--- config.mk ---
export PLATFORM = sky130hd
export DESIGN_NAME = bus_phase_sched
export DESIGN_NICKNAME = d
export VERILOG_FILES = /design/src/rtl/bus_phase_sched_pkg.sv /design/src/rtl/bus_phase_sched_fdc_clk_gate.sv /design/src/rtl/bus_phase_sched.sv
export SDC_FILE = /design/constraint.sdc
export NUM_CORES = 1
export LEC_CHECK = 0
export ABC_AREA = 1
export BUFFER_PORTS_ARGS = -buffer_cell sky130_fd_sc_hd__buf_2
export CORE_ASPECT_RATIO = 1.4
export CORE_MARGIN = 4
export CORE_UTILIZATION = 58
export CTS_BUF_LIST = sky130_fd_sc_hd__clkbuf_4
export CTS_CLUSTER_DIAMETER = 40
export DETAILED_ROUTE_END_ITERATION = 16
export GPL_TIMING_DRIVEN = 0
export PLACE_DENSITY = 0.9
export SETUP_SLACK_MARGIN = 0.05
export SKIP_CTS_REPAIR_TIMING = 1
export SLEW_MARGIN = 20
export SYNTH_ARGS = -nofsm -noshare
export SYNTH_HDL_FRONTEND = slang
export SYNTH_SLANG_ARGS = --single-unit
--- constraint.sdc ---
create_clock -name clk -period 2.36 [get_ports clk]
set_input_delay 0.118 -clock clk [delete_from_list [all_inputs] [get_ports clk]]
set_output_delay 0.118 -clock clk [all_outputs]
set_load 0.02 [all_outputs]
--- src/rtl/bus_phase_sched_pkg.sv ---
// Shared state encoding, default timing constants and counter-width helpers for the bus phase scheduler.
package bus_phase_sched_pkg;

  localparam int HALF_FAST_DEF   = 4;
  localparam int HALF_SLOW_DEF   = 8;
  localparam int MAX_STRETCH_DEF = 32;

  localparam logic [1:0] ST_RUN     = 2'd0;
  localparam logic [1:0] ST_STRETCH = 2'd1;
  localparam logic [1:0] ST_HALTED  = 2'd2;

  function automatic int cnt_w(input int half_slow);
    return $clog2(2 * half_slow);
  endfunction

  function automatic int scnt_w(input int max_stretch);
    return (max_stretch > 1) ? $clog2(max_stretch) : 1;
  endfunction

endpackage

--- src/rtl/bus_phase_sched_fdc_clk_gate.sv ---
// Gated half-rate FDC clock; enable is only looked at while the clock is low, so a stop always
// finishes the high phase and parks low. fdc_ce_o flags the clock before each rising edge.
module fdc_clk_gate (
  input  logic clk_i,
  input  logic rst_i,
  input  logic en_i,
  output logic fdc_clk_o,
  output logic fdc_ce_o
);

  logic fdc_clk_q;
  logic fdc_clk_d;

  assign fdc_clk_d = ~fdc_clk_q & en_i;
  assign fdc_ce_o  = ~fdc_clk_q & en_i & ~rst_i;
  assign fdc_clk_o = fdc_clk_q;

  always_ff @(posedge clk_i) begin
    if (rst_i) begin
      fdc_clk_q <= 1'b0;
    end else begin
      fdc_clk_q <= fdc_clk_d;
    end
  end

endmodule

--- src/rtl/bus_phase_sched.sv ---
// Bus phase sequencer: phi_0 with phase enables, phi2 wait-state stretching with timeout, halt at
// cycle boundaries, plus the gated FDC clock. Phase outputs are registered; cycle_end_ce follows inputs.
module bus_phase_sched
  import bus_phase_sched_pkg::*;
#(
  parameter int HALF_FAST   = HALF_FAST_DEF,
  parameter int HALF_SLOW   = HALF_SLOW_DEF,
  parameter int MAX_STRETCH = MAX_STRETCH_DEF
) (
  input  logic clk,
  input  logic rst,
  input  logic slow_sel,
  input  logic stretch_req,
  input  logic halt_req,
  input  logic fdc_en,
  input  logic timeout_clr,
  output logic phi_0,
  output logic phi1_ce,
  output logic phi2_ce,
  output logic cycle_end_ce,
  output logic stretching,
  output logic stretch_timeout,
  output logic halted,
  output logic fdc_clk,
  output logic fdc_ce
);

  localparam int CNT_W  = cnt_w(HALF_SLOW);
  localparam int SCNT_W = scnt_w(MAX_STRETCH);

  localparam logic [CNT_W-1:0]  END_FAST  = CNT_W'(2 * HALF_FAST - 1);
  localparam logic [CNT_W-1:0]  END_SLOW  = CNT_W'(2 * HALF_SLOW - 1);
  localparam logic [CNT_W-1:0]  MID_FAST  = CNT_W'(HALF_FAST);
  localparam logic [CNT_W-1:0]  MID_SLOW  = CNT_W'(HALF_SLOW);
  localparam logic [SCNT_W-1:0] SCNT_LAST = SCNT_W'(MAX_STRETCH - 1);

  logic [1:0]        state_q, state_d;
  logic [CNT_W-1:0]  cnt_q, cnt_d;
  logic [SCNT_W-1:0] scnt_q, scnt_d;
  logic              slow_q, slow_d;
  logic              start_q;
  logic              phi_0_q, phi1_ce_q, phi2_ce_q, stretching_q, halted_q, timeout_q;
  logic [CNT_W-1:0]  end_cnt, mid_d;
  logic              cyc_end, to_set;

  assign end_cnt = slow_q ? END_SLOW : END_FAST;
  assign mid_d   = slow_d ? MID_SLOW : MID_FAST;

  always_comb begin
    state_d = state_q;
    cnt_d   = cnt_q;
    scnt_d  = scnt_q;
    slow_d  = slow_q;
    cyc_end = 1'b0;
    to_set  = 1'b0;
    // start_q marks the pre-run clock after reset so cnt=0 appears with phi1_ce on release.
    if (start_q) begin
      state_d = ST_RUN;
      cnt_d   = '0;
    end else begin
      unique case (state_q)
        ST_RUN: begin
          if (cnt_q == end_cnt) begin
            if (stretch_req) begin
              state_d = ST_STRETCH;
              scnt_d  = '0;
            end else begin
              cyc_end = 1'b1;
            end
          end else begin
            cnt_d = cnt_q + CNT_W'(1);
          end
        end
        ST_STRETCH: begin
          if (stretch_req && (scnt_q != SCNT_LAST)) begin
            scnt_d = scnt_q + SCNT_W'(1);
          end else begin
            cyc_end = 1'b1;
            to_set  = stretch_req;
          end
        end
        ST_HALTED: begin
          if (!halt_req) begin
            state_d = ST_RUN;
            cnt_d   = '0;
          end
        end
        default: begin
          state_d = ST_RUN;
          cnt_d   = '0;
        end
      endcase
      if (cyc_end) begin
        slow_d  = slow_sel;
        cnt_d   = '0;
        state_d = halt_req ? ST_HALTED : ST_RUN;
      end
    end
  end

  always_ff @(posedge clk) begin
    if (rst) begin
      state_q      <= ST_RUN;
      cnt_q        <= '0;
      scnt_q       <= '0;
      slow_q       <= 1'b0;
      start_q      <= 1'b1;
      phi_0_q      <= 1'b0;
      phi1_ce_q    <= 1'b0;
      phi2_ce_q    <= 1'b0;
      stretching_q <= 1'b0;
      halted_q     <= 1'b0;
      timeout_q    <= 1'b0;
    end else begin
      state_q      <= state_d;
      cnt_q        <= cnt_d;
      scnt_q       <= scnt_d;
      slow_q       <= slow_d;
      start_q      <= 1'b0;
      phi_0_q      <= (state_d == ST_STRETCH) || ((state_d == ST_RUN) && (cnt_d >= mid_d));
      phi1_ce_q    <= (state_d == ST_RUN) && (cnt_d == '0);
      phi2_ce_q    <= (state_d == ST_RUN) && (cnt_d == mid_d);
      stretching_q <= (state_d == ST_STRETCH);
      halted_q     <= (state_d == ST_HALTED);
      if (to_set) begin
        timeout_q <= 1'b1;
      end else if (timeout_clr) begin
        timeout_q <= 1'b0;
      end
    end
  end

  assign phi_0           = phi_0_q;
  assign phi1_ce         = phi1_ce_q;
  assign phi2_ce         = phi2_ce_q;
  assign cycle_end_ce    = cyc_end & ~rst;
  assign stretching      = stretching_q;
  assign stretch_timeout = timeout_q;
  assign halted          = halted_q;

  fdc_clk_gate u_fdc_clk_gate (
    .clk_i     (clk),
    .rst_i     (rst),
    .en_i      (fdc_en),
    .fdc_clk_o (fdc_clk),
    .fdc_ce_o  (fdc_ce)
  );

endmodule

==> metrics.txt <==
# TYPE chip_impl_metric gauge
chip_impl_metric{name="setup_viol",unit=""} 0
chip_impl_metric{name="drcViolationCount",unit=""} 0
chip_impl_metric{name="synth_nets",unit=""} 169
chip_impl_metric{name="yosysUniqueCellTypes",unit=""} 27
chip_impl_metric{name="grt_start_max_net_pins",unit=""} 13
chip_impl_metric{name="portBuffers",unit=""} 15
chip_impl_metric{name="route.vias.total",unit=""} 1043
chip_impl_metric{name="drt-vias-per-instance",unit=""} 5.24
chip_impl_metric{name="timing.max_slew.rel_slack",unit="%"} 69.8
chip_impl_metric{name="final_cell_count_no_fill",unit=""} 199
chip_impl_metric{name="dpl.cell_count",unit=""} 194
chip_impl_metric{name="yosysWarnings",unit=""} 0
chip_impl_metric{name="layout-area-overhead-vs-synth",unit="%"} 15.0
chip_impl_metric{name="antenna-diode-count",unit=""} 0
chip_impl_metric{name="grt_pass1_vias",unit=""} 982
chip_impl_metric{name="timing.max_cap.violations",unit=""} 0
chip_impl_metric{name="power-per-cell-area",unit="nW/µm²"} 541
chip_impl_metric{name="finalInstanceArea",unit="µm²"} 1250
chip_impl_metric{name="floorplan.die.width",unit="µm"} 44.6
chip_impl_info{name="crit_path_start_kind",value="flip-flop"} 1
chip_impl_info{name="cts_tree",value="done"} 1
chip_impl_metric{name="io_pins",unit=""} 16
chip_impl_metric{name="mappedNetlistArea",unit="µm²"} 1090
chip_impl_metric{name="layout_worst_path_cycle_share",unit="%"} 83.8
chip_impl_metric{name="floorplan_die_area",unit="µm²"} 2640
chip_impl_metric{name="first_iter_violations",unit=""} 17
chip_impl_metric{name="whs",unit="ps"} 37.0
chip_impl_metric{name="timing.final.max_slew_violations",unit=""} 0
chip_impl_metric{name="placedInstanceArea",unit="µm²"} 1190
chip_impl_metric{name="cp_data_arrival_time",unit="ps"} 1860
chip_impl_metric{name="path_clk_slew",unit="ps"} 110
chip_impl_metric{name="clock_latency_on_the_worst_skew_pair",unit="ps"} 320
chip_impl_metric{name="power.ir.vdd_worst",unit="mV"} 0.418
chip_impl_metric{name="drive_gt1_share",unit="%"} 20.1
chip_impl_metric{name="h_tree_level_count",unit=""} 1
chip_impl_metric{name="synth-async-reset-ratio",unit="%"} 0
chip_impl_metric{name="postRouteWirelength",unit="mm"} 2.34
chip_impl_metric{name="hpwl_after_detailed_placement",unit="mm"} 1.85
chip_impl_metric{name="max-clock-path-buffers",unit=""} 2
chip_impl_info{name="critical_path_class",value="reg2out"} 1
chip_impl_metric{name="dpl_worst_slack",unit="ps"} 510
chip_impl_info{name="timing.critical_path.to_type",value="output pin"} 1
chip_impl_metric{name="total_leakage_power",unit="nW"} 0.606
chip_impl_metric{name="floorplan.initialDensity",unit="%"} 61.1
chip_impl_metric{name="synth_enable_flop_cells",unit=""} 0
chip_impl_metric{name="drt_pass1_iterations",unit=""} 4
chip_impl_info{name="hold_path_startpoint",value="timeout_clr"} 1
chip_impl_metric{name="final_ws_setup",unit="ps"} 382
chip_impl_metric{name="synthCells",unit=""} 159
chip_impl_metric{name="routabilityCongestion",unit=""} 0.849
chip_impl_metric{name="placeableCoreArea",unit="µm²"} 1780
chip_impl_info{name="synth_flop_cell",value="sky130_fd_sc_hd__dfxtp_1"} 1
chip_impl_info{name="launch_point_of_the_worst_reg_to_reg_path",value="scnt_q[0]"} 1
chip_impl_info{name="synthDominantAreaCellType",value="sky130_fd_sc_hd__dfxtp_1"} 1
chip_impl_metric{name="min_path_cells",unit=""} 4
chip_impl_metric{name="antenna_found_initial",unit=""} 0
chip_impl_metric{name="synth.yosys.seq_area_share",unit="%"} 36.8
chip_impl_metric{name="syn_avg_cell_area",unit="µm²"} 6.84
chip_impl_metric{name="ys_seq_elements",unit=""} 20
chip_impl_metric{name="globalRouteTotalUtil",unit="%"} 20.4
chip_impl_metric{name="timing_hold_violations_final",unit=""} 0
chip_impl_metric{name="cts-buffers-inserted",unit=""} 3
chip_impl_metric{name="route.antenna.remaining_nets",unit=""} 0
chip_impl_metric{name="grt_overflow",unit=""} 0
chip_impl_metric{name="fin_tns_setup",unit="ps"} 0
chip_impl_metric{name="cts_sinks",unit=""} 20
chip_impl_metric{name="post-layout-total-power",unit="mW"} 0.677
chip_impl_info{name="unrepaired_setup_endpoints_after_global_routing",value="no"} 1
chip_impl_metric{name="yosys.area.top_type_share",unit="%"} 36.8
chip_impl_metric{name="critical_path_peak_fanout",unit=""} 4
chip_impl_metric{name="final_nets",unit=""} 190
chip_impl_metric{name="crit_path_required_time",unit="ps"} 2240
chip_impl_metric{name="timing.reg2reg.worst_path_depth",unit=""} 11
chip_impl_metric{name="postLayoutCoreUtil",unit="%"} 70.3
chip_impl_metric{name="max_slew.worst_pin.slew",unit="ps"} 453
chip_impl_info{name="cts_root_buf",value="sky130_fd_sc_hd__clkbuf_4"} 1
chip_impl_info{name="yosys.cell_count.top_type",value="sky130_fd_sc_hd__nand2_1"} 1
chip_impl_metric{name="finalWorstPathRequiredPeriod",unit="ps"} 1980
chip_impl_info{name="source_of_the_critical_timing_path",value="scnt_q[0]"} 1
chip_impl_metric{name="grt_pass1_wl",unit="mm"} 3.93
chip_impl_info{name="run_status",value="finished, final reports clean"} 1
chip_impl_metric{name="fmaxAchievable",unit="MHz"} 506
chip_impl_metric{name="routed_wire_length_per_instance",unit="µm"} 11.7
chip_impl_info{name="yosys-top-cells-count",value="sky130_fd_sc_hd__nand2_1 (39), sky130_fd_sc_hd__nor2_1 (36), sky130_fd_sc_hd__dfxtp_1 (20)"} 1
chip_impl_info{name="min-delay-path-class",value="in2reg"} 1
chip_impl_metric{name="skew",unit="ps"} 4.11
chip_impl_metric{name="fp.dieH",unit="µm"} 59.2
chip_impl_info{name="top_post_synthesis_cells_by_area",value="sky130_fd_sc_hd__dfxtp_1 (37%), sky130_fd_sc_hd__nand2_1 (13%), sky130_fd_sc_hd__nor2_1 (12%)"} 1
chip_impl_metric{name="placementRows",unit=""} 18
-- layer usage --
metal  GRT usage [%]  wire (µm)  part of all wire, %
met5               0          0                    0
met4            14.2         78                  3.3
met3            3.04         73                  3.1
met2            37.0       1300                   56
met1            20.3        883                   38
-- layout make-up --
cell class	count	area [µm²]
repair buffers	16	85.1
clock inverters	1	30.0
well taps	20	25.0
clock buffers	3	22.5
fillers	148	529
multi-input cells	118	596
plain buffers	2	15.0
flip-flops and latches	20	400
inverters	19	76.3
-- state kept, by name, summed over array words and instances, names as in the netlist --
register	cells
stretch_timeout	1
cnt_q	4
scnt_q	5
phi2_ce	1
phi_0	1
start_q	1
stretching	1
halted	1
slow_q	1
phi1_ce	1
u_fdc_clk_gate.fdc_clk_o	1
state_q	2
-- placed cells by master, fill, tap and decap left out, types with 2 or more instances in the layout --
cell type,n
sky130_fd_sc_hd__nand3_1,10
sky130_fd_sc_hd__o21ai_2,2
sky130_fd_sc_hd__nor2_2,2
sky130_fd_sc_hd__nand4_1,2
sky130_fd_sc_hd__buf_2,15
sky130_fd_sc_hd__nand3_2,2
sky130_fd_sc_hd__dfxtp_1,20
sky130_fd_sc_hd__a21oi_1,8
sky130_fd_sc_hd__inv_1,17
sky130_fd_sc_hd__ha_1,3
sky130_fd_sc_hd__clkbuf_4,3
sky130_fd_sc_hd__nand2_1,39
sky130_fd_sc_hd__nor3_2,2
sky130_fd_sc_hd__nand2_2,2
sky130_fd_sc_hd__nor2_1,36
-- final timing paths --
path	to	slack (ps)
worst max-delay path	cycle_end_ce	380
worst min-delay path	stretch_timeout	40
worst max register to register	scnt_q[0]	490
worst min register to register	u_fdc_clk_gate.fdc_clk_o	440
-- logic make-up (layout without fill, tap and decap cells) --
kind of cell             after synthesis  count (layout)  share of synthesized area, %
AO/OA/AOI/OAI                         13              13                          8.29
XOR/XNOR                               1               1                         0.806
adder cells (fa/ha/maj)                3               3                          3.45
buffers and inverters                 21              41                          8.40
flip-flops                            20              20                          36.8
AND/OR/NAND/NOR                      101             101                          42.2
-- critical path, stage by stage, from the launching register on --
cell and delay, ps:
sky130_fd_sc_hd__dfxtp_1 360, sky130_fd_sc_hd__ha_1 220, sky130_fd_sc_hd__nand2_1 90, sky130_fd_sc_hd__nor2_1 40, sky130_fd_sc_hd__ha_1 190, sky130_fd_sc_hd__o21ai_2 180
sky130_fd_sc_hd__nand2_1 130, sky130_fd_sc_hd__nand2_1 110, sky130_fd_sc_hd__nor2_1 40, sky130_fd_sc_hd__buf_2 170
-- power by group --
part | switching (mW) | internal, mW
registers | 0.00381 | 0.343
logic | 0.0286 | 0.0161
clock network | 0.113 | 0.172
Note: power is estimated with default switching activity, not from simulation.
